`src/rtl/ccr_unit.sv`:
```
// ccr_unit: condition-code register with branch-condition qualification and an interrupt flag-save LIFO
// Ports:
//   clk, rst_n        clock, asynchronous active-low reset
//   alu_flags[2:0]    ALU result flags {C,N,Z}
//   alu_flag_we[2:0]  per-flag write enables, same bit order
//   setc, clrc        force C to 1 / 0
//   branch_en         branch in decision stage
//   jump_type[1:0]    00 JZ, 01 JN, 10 JC, 11 JMP
//   jump_taken        jump decision feedback, clears the tested flag
//   int_save          push current flags
//   rti_restore       pop flags
//   flags[2:0]        registered {C,N,Z}
//   cond_flags[3:0]   qualified conditions {JMP,C,N,Z}
//   save_empty        no snapshots held
//   save_full         DEPTH snapshots held
//   save_err          sticky protocol error
module ccr_unit #(
    parameter int DEPTH = 2
) (
    input  logic       clk,
    input  logic       rst_n,
    input  logic [2:0] alu_flags,
    input  logic [2:0] alu_flag_we,
    input  logic       setc,
    input  logic       clrc,
    input  logic       branch_en,
    input  logic [1:0] jump_type,
    input  logic       jump_taken,
    input  logic       int_save,
    input  logic       rti_restore,
    output logic [2:0] flags,
    output logic [3:0] cond_flags,
    output logic       save_empty,
    output logic       save_full,
    output logic       save_err
);
    localparam int CW = $clog2(DEPTH + 1);
    // Index width kept at least 1 so DEPTH=1 still has a legal array index.
    localparam int IW = (DEPTH > 1) ? $clog2(DEPTH) : 1;

    logic [2:0]    stack [2**IW];
    logic [CW-1:0] count;
    logic [2:0]    clr, upd, flags_next;
    logic          c_next, conflict, do_push, do_pop, push_err, pop_err, sc_err;
    logic [IW-1:0] push_idx, pop_idx;

    assign save_empty = (count == '0);
    assign save_full  = (count == CW'(DEPTH));
    assign conflict   = int_save & rti_restore;
    assign do_push    = int_save & ~rti_restore & ~save_full;
    assign do_pop     = rti_restore & ~int_save & ~save_empty;
    assign push_err   = int_save & ~rti_restore & save_full;
    assign pop_err    = rti_restore & ~int_save & save_empty;
    assign sc_err     = setc & clrc;
    assign push_idx   = IW'(count);
    assign pop_idx    = IW'(count - CW'(1));

    assign cond_flags = branch_en ? {jump_type == 2'd3,
                                     (jump_type == 2'd2) & flags[2],
                                     (jump_type == 2'd1) & flags[1],
                                     (jump_type == 2'd0) & flags[0]} : 4'b0000;

    always_comb begin
        clr        = {3{branch_en & jump_taken}} &
                     {jump_type == 2'd2, jump_type == 2'd1, jump_type == 2'd0};
        upd        = (alu_flag_we & alu_flags) | (~alu_flag_we & ~clr & flags);
        c_next     = sc_err ? flags[2] : setc ? 1'b1 : clrc ? 1'b0 : upd[2];
        // A valid restore overrides every other update in the cycle.
        flags_next = do_pop ? stack[pop_idx] : {c_next, upd[1:0]};
    end

    always_ff @(posedge clk or negedge rst_n) begin
        if (!rst_n) begin
            flags    <= '0;
            count    <= '0;
            save_err <= 1'b0;
            for (int i = 0; i < 2**IW; i++) stack[i] <= '0;
        end else begin
            flags <= flags_next;
            if (do_push) begin
                stack[push_idx] <= flags;
                count           <= count + CW'(1);
            end else if (do_pop) begin
                count <= count - CW'(1);
            end
            if (sc_err | push_err | pop_err | conflict) save_err <= 1'b1;
        end
    end
endmodule

```
`config.mk`:
```
export PLATFORM = sky130hd
export DESIGN_NAME = ccr_unit
export DESIGN_NICKNAME = d
export VERILOG_FILES = /design/src/rtl/ccr_unit.sv
export SDC_FILE = /design/constraint.sdc
export NUM_CORES = 1
export LEC_CHECK = 0
export BUFFER_PORTS_ARGS = -buffer_cell sky130_fd_sc_hd__buf_2
export CAP_MARGIN = 20
export CORE_MARGIN = 2
export CORE_UTILIZATION = 45
export DETAILED_ROUTE_END_ITERATION = 10
export GPL_ROUTABILITY_DRIVEN = 0
export HOLD_SLACK_MARGIN = 0.06
export PLACE_DENSITY = 0.8
export SYNTH_ARGS = -nofsm -noshare
export SYNTH_HDL_FRONTEND = slang
export SYNTH_SLANG_ARGS = --single-unit
```
`constraint.sdc`:
```
create_clock -name clk -period 2.6 [get_ports clk]
set_input_delay 0.13 -clock clk [delete_from_list [all_inputs] [get_ports clk]]
set_output_delay 0.13 -clock clk [all_outputs]
set_load 0.03 [all_outputs]
```
==> impl_metrics.ini <==
[outcome]
run_status = finished, final reports clean

[global_routing]
grt_use_total = 0.1849
antenna_found_initial = 0
grt_pass1_vias = 585
grt_max_degree = 13
grt-ovfl-total = 0
grt_pass1_wl_um = 2628

[sta]
rsz0062_at_grt = false
finalCritPeriodShare = 0.6976
min_period_ns = 1.814
relSlewSlack = 0.7849
fmax_ghz = 0.5513
fin_tns_setup_ns = 0
fin_ws_ns = 0.7862
worstMarginPinSlew_ns = 0.3224
fin_skew_ns = 0.003484
setup_viol = 0
hold_viol_final = 0
drv_slew = 0

[clock_tree]
cts-root-buf = clkbuf_4
cts_sinks = 12
post_cts_buffers = 0
cts_buffer_depth = 2
numCtsBuffers = 3
htree_levels = 1
insertion_delay_ns = 0.27
clkTransAtPathRegs_ns = 0.08
cts_tree = yes

[route]
ant_nets = 0
drt_iter0_drc = 13
route.detailed.wl_per_inst_um = 14.25
num_vias = 605
drc = 0
wirelength_um = 1539
drt_first_pass_iters = 4
avgViaCountPerCell = 5.602

[floorplanning]
design.core.area_um2 = 1506
die_y_um = 43.88
start_util = 0.4751
die_w_um = 43.88
io_pins = 26
dieArea_um2 = 1925
fp-row-count = 14

[critical_path]
critPathCaptureType = flop
worstPathMaxFanout = 6
worstSetupPathType = reg2reg
start_kind = flop
cp.arrival_ns = 1.97
critPathRequiredTime_ns = 2.76

[synthesis]
ys_ff_latch = 12
synth_cell_types = 29
yosys_warnings = 0
synth_area_per_cell_um2 = 11.36
seq_area_frac_synth = 0.4196
syn_area_um2 = 715.7
syn-num-nets = 81
synthCells = 63

[power_and_ir_drop]
ir_drop_uv = 740.1
p_per_area_nw_per_um2 = 1006
power.leakage_nw = 0.4598

[place]
pre_cts_ws_ns = 0.8119
dp_cells = 103
portBuffers = 25
hpwl_um = 1196

[flow_run]
maxCapViolations = 0

[hold_path]
hold_class = in2reg

[layout]
fin_cells = 108
final_cell_mix = buf_2 (25), dfrtp_1 (12), mux2_4 (6)
drive_above_1_share = 0.4239
postLayoutCoreUtil = 0.5988
nets = 111
layout-area-overhead-vs-synth_pct = 26.05
mostFrequentLayoutCell = buf_2
diodes = 0
==> critical path, cell delays in order, from the launching register on <==
cell and delay [ns]:
dfrtp_1 0.50, inv_1 0.13, ha_1 0.28, nor3b_2 0.27
and2_4 0.22, mux2_4 0.30
==> metal layers <==
| layer | vias up | part of all wire | track usage |
|---|---|---|---|
| met4 | 0 | 0.010 | 0.01818 |
| met5 | - | 0 | 0 |
| met2 | 18 | 0.50 | 0.3059 |
| li1 | 296 | - | - |
| met1 | 289 | 0.44 | 0.2428 |
| met3 | 2 | 0.049 | 0.06250 |
==> worst paths after layout <==
check	start	cells after the start	slack [ns]	endpoint
setup / recovery	count[0]	5	0.79	stack[2]
hold reg to reg	save_err	2	0.49	save_err
max in group asynchronous	rst_n	2	2.12	flags[1]
hold / removal	setc	3	0.12	save_err
min in group asynchronous	rst_n	2	0.26	count[1]
setup reg to reg	count[0]	5	0.79	stack[2]
==> through the flow <==
step                      instance area [µm²]  hold WS [ns]  total power [W]
after detailed placement                855.8       0.02247        0.0007597
final                                   902.1        0.1174        0.0009072
after floorplan                         715.7       -0.1656        0.0006561
after CTS                               902.1        0.1153        0.0009151
after global placement                  855.8       0.01928        0.0007469
after global routing                    902.1        0.1379        0.0009768
==> cells in the mapped netlist <==
master	count	area (µm²)
a21o_1	1	7.510
a21oi_1	5	25.02
a221oi_1	1	8.760
a22o_1	1	8.760
a22oi_1	3	22.52
a31oi_1	1	6.260
and2_4	2	17.52
and3_1	1	6.260
and4_1	1	8.760
and4b_1	1	10.01
buf_2	1	5.000
dfrtp_1	12	300.3
ha_1	2	25.02
inv_1	5	18.77
mux2_4	6	90.09
mux2i_1	3	30.03
nand2_1	1	3.750
nand3_1	1	5.000
nand4b_1	1	8.760
nor2_1	3	11.26
nor2b_1	1	6.260
nor3_1	2	10.01
nor3b_2	1	12.51
nor3b_4	1	18.77
nor4bb_1	1	10.01
o21a_1	1	7.510
o21ai_0	1	5.000
o311ai_0	2	17.52
xnor2_1	1	8.760
==> flip-flops by register name, summed over array words and instances (netlist names) <==
register	cells
flags	3
count	2
save_err	1
stack	6
==> final cells by class <==
| cell class | instances | area (µm²) |
|---|---|---|
| tap | 16 | 20.02 |
| fill | 136 | 604.3 |
| clock buffer | 4 | 36.28 |
| timing repair buffer | 26 | 135.1 |
| multi-input combinational | 45 | 391.6 |
| sequential | 12 | 300.3 |
| inverter | 5 | 18.77 |
==> cell families (layout without fill, tap and decap cells) <==
family	count (synthesis)	count (layout)	share of synthesized area
simple gates	17	17	0.1801
mux	9	9	0.1678
flops	12	12	0.4196
fa+ha+maj	2	2	0.03496
buf+inv	6	35	0.03321
xor+xnor	1	1	0.01224
compound gates	16	16	0.1521
==> power breakdown <==
group | switching (W) | internal [W]
sequential | 0.0000771 | 0.000265
combinational | 0.000209 | 0.000207
clock | 0.0000640 | 0.0000850
==> timing repair <==
item / 4_1_cts / 5_1_grt
hold endpoints to repair: 12 / 0
resized for setup: 0 / 0
hold buffers: 1 / 0
Note: power is estimated with default switching activity, not from simulation.
